--- config.mk ---
export PLATFORM = sky130hd
export DESIGN_NAME = control_state_sequencer
export DESIGN_NICKNAME = d
export VERILOG_FILES = /design/src/rtl/control_pkg.sv /design/src/rtl/moc_watchdog.sv /design/src/rtl/control_state_sequencer.sv
export SDC_FILE = /design/constraint.sdc
export NUM_CORES = 1
export LEC_CHECK = 0
export ABC_AREA = 0
export CORE_MARGIN = 2
export CORE_UTILIZATION = 50
export DETAILED_ROUTE_END_ITERATION = 8
export PLACE_DENSITY = 0.84
export SLEW_MARGIN = 20
export SYNTH_ARGS = -nofsm -noshare
export SYNTH_HDL_FRONTEND = slang
export SYNTH_SLANG_ARGS = --single-unit
--- constraint.sdc ---
create_clock -name Clk -period 2.4 [get_ports Clk]
set_input_delay 0.48 -clock Clk [delete_from_list [all_inputs] [get_ports Clk]]
set_output_delay 0.48 -clock Clk [all_outputs]
set_load 0.1 [all_outputs]
--- src/rtl/control_pkg.sv ---
// control_pkg: shared definitions for the MIPS control unit.
//   state_t   : microstate encodings (S_RESET..S_HALT), 7 bits wide to match Cur_State
//   ALU_*     : ALU_Op codes driven to the datapath
//   SEL_*     : State_Sel codes produced by the instruction->state encoder
//   is_mem_state() : true for the states that wait on the memory handshake
package control_pkg;

  typedef enum logic [6:0] {
    S_RESET  = 7'd0,
    S_FETCH0 = 7'd1,
    S_FETCH1 = 7'd2,
    S_FETCH2 = 7'd3,
    S_DECODE = 7'd4,
    S_ADDU   = 7'd5,
    S_SB0    = 7'd6,
    S_SB1    = 7'd7,
    S_SB2    = 7'd8,
    S_BEQ0   = 7'd10,
    S_BEQ1   = 7'd11,
    S_ILLEG  = 7'd12,
    S_HALT   = 7'd127
  } state_t;

  localparam logic [2:0] ALU_PASS = 3'd0;
  localparam logic [2:0] ALU_ADD  = 3'd1;
  localparam logic [2:0] ALU_ADDU = 3'd2;
  localparam logic [2:0] ALU_SUB  = 3'd3;

  localparam logic [6:0] SEL_NONE = 7'd0;
  localparam logic [6:0] SEL_ADDU = 7'd5;
  localparam logic [6:0] SEL_SB   = 7'd6;
  localparam logic [6:0] SEL_BEQ  = 7'd10;

  function automatic logic is_mem_state(input state_t s);
    return (s == S_FETCH1) || (s == S_SB2);
  endfunction

endpackage

--- src/rtl/moc_watchdog.sv ---
// moc_watchdog: counts cycles spent waiting for MOC in a memory state.
//   clk, rst_n : clock, asynchronous active-low reset
//   clear      : hold counter at zero (asserted whenever not in a memory state,
//                so the count always starts from zero on entry)
//   enable     : currently in a memory state
//   moc        : memory operation complete
//   timeout    : this is the last allowed cycle and MOC is still low
module moc_watchdog #(
  parameter int unsigned MOC_TIMEOUT = 255,
  parameter int unsigned CNT_W       = 8
) (
  input  logic clk,
  input  logic rst_n,
  input  logic clear,
  input  logic enable,
  input  logic moc,
  output logic timeout
);

  localparam logic [CNT_W-1:0] LIMIT = CNT_W'(MOC_TIMEOUT - 1);

  logic [CNT_W-1:0] cnt_reg;

  always_ff @(posedge clk or negedge rst_n) begin
    if (!rst_n) begin
      cnt_reg <= '0;
    end else if (clear) begin
      cnt_reg <= '0;
    end else if (enable && !moc) begin
      cnt_reg <= cnt_reg + CNT_W'(1);
    end
  end

  // MOC arriving on the limit cycle suppresses the timeout, so the
  // memory access completes normally.
  assign timeout = enable && !moc && (cnt_reg == LIMIT);

endmodule

--- src/rtl/control_state_sequencer.sv ---
// control_state_sequencer: microstate register and next-state logic of the
// MIPS control unit (Moore machine; outputs depend only on the state register).
//   Clk, Reset_n  : clock, asynchronous active-low reset
//   State_Sel     : encoder output, sampled only in DECODE
//   MOC           : memory operation complete (level)
//   Cond          : ALU equal flag, sampled only in BEQ0
//   Cur_State     : current microstate
//   PC_Ld..RF_Ld  : register load enables
//   PC_Src        : 0 PC+4, 1 branch target
//   MemEn, MemRW  : memory request, 1 read / 0 write
//   ALU_Op        : ALU operation code
//   Illegal       : one-cycle pulse for an unsupported instruction
//   Bus_Err       : sticky halt after MOC timeout
module control_state_sequencer
  import control_pkg::*;
#(
  parameter int unsigned MOC_TIMEOUT = 255,
  parameter int unsigned CNT_W       = 8
) (
  input  logic       Clk,
  input  logic       Reset_n,
  input  logic [6:0] State_Sel,
  input  logic       MOC,
  input  logic       Cond,
  output logic [6:0] Cur_State,
  output logic       PC_Ld,
  output logic       IR_Ld,
  output logic       MAR_Ld,
  output logic       MDR_Ld,
  output logic       RF_Ld,
  output logic       PC_Src,
  output logic       MemEn,
  output logic       MemRW,
  output logic [2:0] ALU_Op,
  output logic       Illegal,
  output logic       Bus_Err
);

  state_t state_reg, state_next;
  logic   in_mem;
  logic   timeout;

  assign in_mem = is_mem_state(state_reg);

  moc_watchdog #(
    .MOC_TIMEOUT(MOC_TIMEOUT),
    .CNT_W      (CNT_W)
  ) u_watchdog (
    .clk    (Clk),
    .rst_n  (Reset_n),
    .clear  (!in_mem),
    .enable (in_mem),
    .moc    (MOC),
    .timeout(timeout)
  );

  always_ff @(posedge Clk or negedge Reset_n) begin
    if (!Reset_n) state_reg <= S_RESET;
    else          state_reg <= state_next;
  end

  assign Cur_State = state_reg;

  always_comb begin
    state_next = S_RESET;
    PC_Ld   = 1'b0;
    IR_Ld   = 1'b0;
    MAR_Ld  = 1'b0;
    MDR_Ld  = 1'b0;
    RF_Ld   = 1'b0;
    PC_Src  = 1'b0;
    MemEn   = 1'b0;
    MemRW   = 1'b0;
    ALU_Op  = ALU_PASS;
    Illegal = 1'b0;
    Bus_Err = 1'b0;
    case (state_reg)
      S_RESET:  state_next = S_FETCH0;
      S_FETCH0: begin
        MAR_Ld     = 1'b1;
        state_next = S_FETCH1;
      end
      S_FETCH1: begin
        MemEn  = 1'b1;
        MemRW  = 1'b1;
        MDR_Ld = 1'b1;
        if (timeout)  state_next = S_HALT;
        else if (MOC) state_next = S_FETCH2;
        else          state_next = S_FETCH1;
      end
      S_FETCH2: begin
        IR_Ld      = 1'b1;
        PC_Ld      = 1'b1;
        state_next = S_DECODE;
      end
      S_DECODE: begin
        case (State_Sel)
          SEL_ADDU: state_next = S_ADDU;
          SEL_SB:   state_next = S_SB0;
          SEL_BEQ:  state_next = S_BEQ0;
          default:  state_next = S_ILLEG;
        endcase
      end
      S_ADDU: begin
        RF_Ld      = 1'b1;
        ALU_Op     = ALU_ADDU;
        state_next = S_FETCH0;
      end
      S_SB0: begin
        MAR_Ld     = 1'b1;
        ALU_Op     = ALU_ADD;
        state_next = S_SB1;
      end
      S_SB1: begin
        MDR_Ld     = 1'b1;
        state_next = S_SB2;
      end
      S_SB2: begin
        MemEn = 1'b1;
        if (timeout)  state_next = S_HALT;
        else if (MOC) state_next = S_FETCH0;
        else          state_next = S_SB2;
      end
      S_BEQ0: begin
        ALU_Op     = ALU_SUB;
        state_next = Cond ? S_BEQ1 : S_FETCH0;
      end
      S_BEQ1: begin
        PC_Ld      = 1'b1;
        PC_Src     = 1'b1;
        state_next = S_FETCH0;
      end
      S_ILLEG: begin
        Illegal    = 1'b1;
        state_next = S_FETCH0;
      end
      S_HALT: begin
        Bus_Err    = 1'b1;
        state_next = S_HALT;
      end
      // Unused encodings fall back to RESET with all outputs inactive.
      default: state_next = S_RESET;
    endcase
  end

endmodule
Word level (Yosys, flattened, before mapping)
Index checks and enable logic that the tools add are counted.
- word-level logic and storage cells: 50
- input bits: 11
- flip-flop bits (word level): 15
- output and inout bits: 20
- equal/unequal tests: 17
- add/subtract/negate cells: 1
- mux-type cells: 20
- reductions and logical operators: 10
- operators with widths (kind ; count):
    $pmux W7 S10 ; 1
    $eq A7 B3 Y1 const B ; 6
    $eq A7 B4 Y1 const B ; 5
    $mux W8 ; 2
    $eq A7 B2 Y1 const B ; 2
    $mux W7 ; 2
    $pmux W4 S3 ; 1
    $mux W1 ; 11
    $add A8 B1 Y8 const B ; 1
    $eq A8 B8 Y1 const B ; 1
    $mux W4 ; 2
    $reduce_or A2 Y1 ; 4
    $eq A7 B1 Y1 const B ; 1
    $eq A7 B7 Y1 const B ; 1
    $logic_not A7 Y1 ; 1
    $pmux W2 S3 ; 1
    $reduce_or A4 Y1 ; 1
    $logic_and A1 B1 Y1 ; 2
    $ne A2 B2 Y1 const B ; 1
    $logic_not A1 Y1 ; 1
    $logic_or A1 B1 Y1 ; 1

Logic depth before layout (Yosys ltp)
- depth after elaboration: 6
- mapped depth: 7
- mapped depth without buffers: 6

Cells and area by module
From an unflattened synthesis, not the netlist that was laid out.
- cell total of the unflattened synthesis: 129
- area, all modules: 1068.5 um2
- modules (own cells, without submodules) (module ; area each (um2) ; times used ; cells an instance ; sequential area each (um2)):
    control_state_sequencer ; 623.1 ; 1 ; 85 ; 125.1
    moc_watchdog ; 445.4 ; 1 ; 44 ; 200.2

Least setup slack after synthesis
Ideal clock, no wire load.
- path type: register -> output
- start: reg state_reg[1], in the netlist Cur_State[1]
- end: out IR_Ld
- buffers on the path: 2
- setup slack: -2.408 ns
- arrival: 4.328 ns
- data required time: 1.920 ns
- stages on the path, launching flop included: 5
- path through: dfrtp_1 buf_6 clkbuf_1 nand2_1 nor4_1
- word-level cells in the longest chain between the ends: 2
- RTL lines (item ; line ; text):
    start: declaration ; control_state_sequencer.sv:39 ; state_t state_reg, state_next;
    start signal: assignment ; control_state_sequencer.sv:59 ; else state_reg <= state_next;
    $eq A7 B2 Y1 ; control_state_sequencer.sv:77 ; case (state_reg)
    $mux W1 ; control_state_sequencer.sv:77 ;
    end: declaration ; control_state_sequencer.sv:27 ; output logic IR_Ld,
No other way between the ends.

Worst setup path after layout
- start: reg state_reg[1], in the netlist Cur_State[1]
- end: out MemEn
- word-level cells in the longest chain between the ends: 3
- elaborated cells between the ends (all ways): 4
- those cells by class: 2 x eq/ne; 1 x mux; 1 x reduce/logical
- RTL lines (item ; line ; text):
    $eq A7 B2 Y1 or $eq A7 B4 Y1 (tied branches) ; control_state_sequencer.sv:77 ;
    $reduce_or A2 Y1 (no source line) * ; - ;
    $mux W1 * ; control_state_sequencer.sv:77 ;
    end: declaration ; control_state_sequencer.sv:32 ; output logic MemEn,
Every way passes the cells marked *; elsewhere a longest branch is shown, timed or not.

==> metrics.md <==
| Metric | Value |
|---|---|
| Critical path, cell by cell | xnor2_1 > or4_1 > clkinv_4 > buf_12 |
| Seq/Total Area, Yosys | 31.75% |
| Clock buffer depth | 2 |
| Mapped Area | 1025 um2 |
| Nets | 160 |
| Core area | 1942 um2 |
| Fmax | 0.4406 GHz |
| Row count | 16 |
| Antenna diodes | 0 |
| Crit Path Class | flop to primary output |
| GR Overflow Total | 0 |
| H-Tree Depth | 1 |
| GP Congestion | 0.8705 |
| Clock Sinks | 13 |
| Routed length per instance | 15.47 um |
| Vias in the first global route | 1,017 |
| Worst Setup Start Kind | flop |
| Most frequent cells in the layout | nor2_1, buf_12, clkdlybuf4s50_1 |
| Outcome | complete, no violations |
| Share of the synthesized area in the top cell type | 31.75% |
| Starting density of the core | 52.77% |
| Syn nets | 135 |
| First-pass GRT wire length | 4.685 mm |
| RSZ-0062 raised after global routing | false |
| Tcrit/Tclk final | 94.58% |
| Max Cap Viol | 0 |
| Antenna-violating nets left | 0 |
| Crit path depth | 4 |
| CTS Root Cell | clkbuf_4 |
| Netlist cell types | 42 |
| Largest register FFs | 8 |
| Slowest-stage cell, CP | dfrtp_4 |
| Worst-path fanout max | 19 |
| Slew margin rel. | 63.03% |
| Die area | 2428 um2 |
| Ranking of synthesized cells by area | dfrtp_1, nor2_1, nor2b_1 |
| Ports | 31 |
| 1st-iter DRT viols | 13 |
| Number of flops mapped to enable cells by yosys | 0 |
| Post-synth ARST share | 100.0% |
| Drt total wl | 2.676 mm |
| Synth-to-layout area growth | 50.67% |
| Number of I/O port buffers | 29 |
| DR pass1 iterations | 4 |
| Worst reg-to-reg path cell count | 5 |
| Initial antenna violation count | 0 |
| Post-layout min period | 2.270 ns |
| Clock Skew | 0.003487 ns |
| CTS tree | built |
| Crit path DAT | 1.79 ns |
| Max Slew Vio Count | 0 |
| Flops & latches, synth | 13 |
| Register area | 344.1 um2 |
| Number of gates resized after CTS | 0 |
| Most common cell after layout, fill and taps aside | nor2_1 |
| Fillers | 122 |
| Vias | 1,011 |
| Drc violations | 0 |
| CTS Hold Bufs | 0 |
| Crit path max-delay family | flip-flops |
| Dominant cell type by area after synthesis | dfrtp_1 |
| Hold Vio Cnt, Final | 0 |
| Synth Flop Type | dfrtp_1 |
| Die H | 49.27 um |
| Skew-Pair Late Insertion Delay | 0.28 ns |
| Multi-input logic area | 719.4 um2 |
| Largest net degree at the start of global routing | 20 |
| Worst-path clk slew | 0.08 ns |
| Via/cell ratio | 5.844 |
| Cts bufs inserted | 3 |
| Slew at the pin with the worst max-slew slack | 0.5528 ns |
| Final setup fails | 0 |
| Total track usage | 25.52% |
| Worst min path class | primary input to asynchronous set/reset pin |
| Worst path buffer plus inverter count | 2 |
| Layout cells sized above 1 | 30.82% |
| Die extent in x | 49.27 um |
| Ys Warns | 0 |
| Worst setup EP type | primary output |
| Core Util, Final | 79.51% |
| Syn avg cell area | 8.399 um2 |
| Synthesized netlist cell count | 122 |
| Critical path's largest stage delay | 0.60 ns |
| HPWL after DPL | 1.969 mm |
| Number of buffers added for setup after CTS | 0 |
| Worst Path Required | 1.92 ns |
==> final timing paths <==
check / startpoint / endpoint / slack (ns)
min in group Clk: u_watchdog.cnt_reg[7] / u_watchdog.cnt_reg[7] / 0.55
worst min-delay path: Reset_n / u_watchdog.cnt_reg[3] / 0.55
worst max-delay path: Cur_State[1] / MemEn / 0.13
max in group asynchronous: Reset_n / Cur_State[5] / 1.43
worst min register to register: u_watchdog.cnt_reg[7] / u_watchdog.cnt_reg[7] / 0.55
worst max register to register: Cur_State[5] / Cur_State[0] / 0.69
==> metal layers <==
metal	track usage [%]	up-vias	wire length (um)
met3	6.442	4	201
li1	-	475	-
met1	31.85	484	1065
met4	5.238	0	24
met2	44.14	48	1385
met5	0	-	0
==> cells in the mapped netlist (2+ instances only) <==
| master | n |
|---|---|
| and2_1 | 2 |
| nand2b_1 | 3 |
| nand3_1 | 3 |
| nor3_1 | 6 |
| o21ai_0 | 5 |
| nand4_1 | 2 |
| xnor2_1 | 5 |
| nor2_1 | 15 |
| nor2b_1 | 7 |
| a21oi_1 | 5 |
| xor2_1 | 5 |
| nor4_1 | 2 |
| buf_6 | 3 |
| nand2_1 | 7 |
| and3_1 | 3 |
| clkbuf_1 | 3 |
| nand4b_1 | 3 |
| dfrtp_1 | 13 |
| buf_4 | 3 |
| nand3b_1 | 3 |
| ha_1 | 2 |
| buf_2 | 2 |
==> layout make-up <==
class	instances	share of cell area, %
inverters	2	0.8104
multi-input cells	96	46.60
clock buffers	4	1.702
flip-flops and latches	13	22.29
well taps	27	2.188
repair buffers	31	26.42
==> logic make-up (layout without fill, tap and decap cells) <==
| kind of cell | count (synthesis) | after routing | synth area share [%] |
|---|---|---|---|
| multiplexers | 2 | 2 | 2.076 |
| flip-flops | 13 | 13 | 31.75 |
| other | 1 | 1 | 0.3659 |
| XOR/XNOR | 10 | 10 | 8.547 |
| adder cells (fa/ha/maj) | 2 | 2 | 2.442 |
| AO/OA/AOI/OAI | 19 | 19 | 12.58 |
| AND/OR/NAND/NOR | 62 | 62 | 33.46 |
| buffers and inverters | 13 | 37 | 8.791 |
==> per-stage QoR <==
| stage | setup slack, ns | hold WS (ns) | TNS [ns] | instances | instance area (um2) |
|---|---|---|---|---|---|
| finish | 0.1301 | 0.5496 | 0 | 173 | 1544 |
| global route | 0.05401 | 0.5840 | 0 | 173 | 1544 |
| CTS | 0.1307 | 0.5530 | 0 | 173 | 1544 |
| detailed placement | 0.3680 | 0.5320 | 0 | 169 | 1518 |
| global placement | 0.4296 | 0.5383 | 0 | 169 | 1518 |
| floorplan | -0.1704 | 0.1844 | -0.1963 | 122 | 1191 |
Power is left out: the tool's default activity adds up to more than one toggle a clock period on the data nets, which glitch-free logic cannot reach.
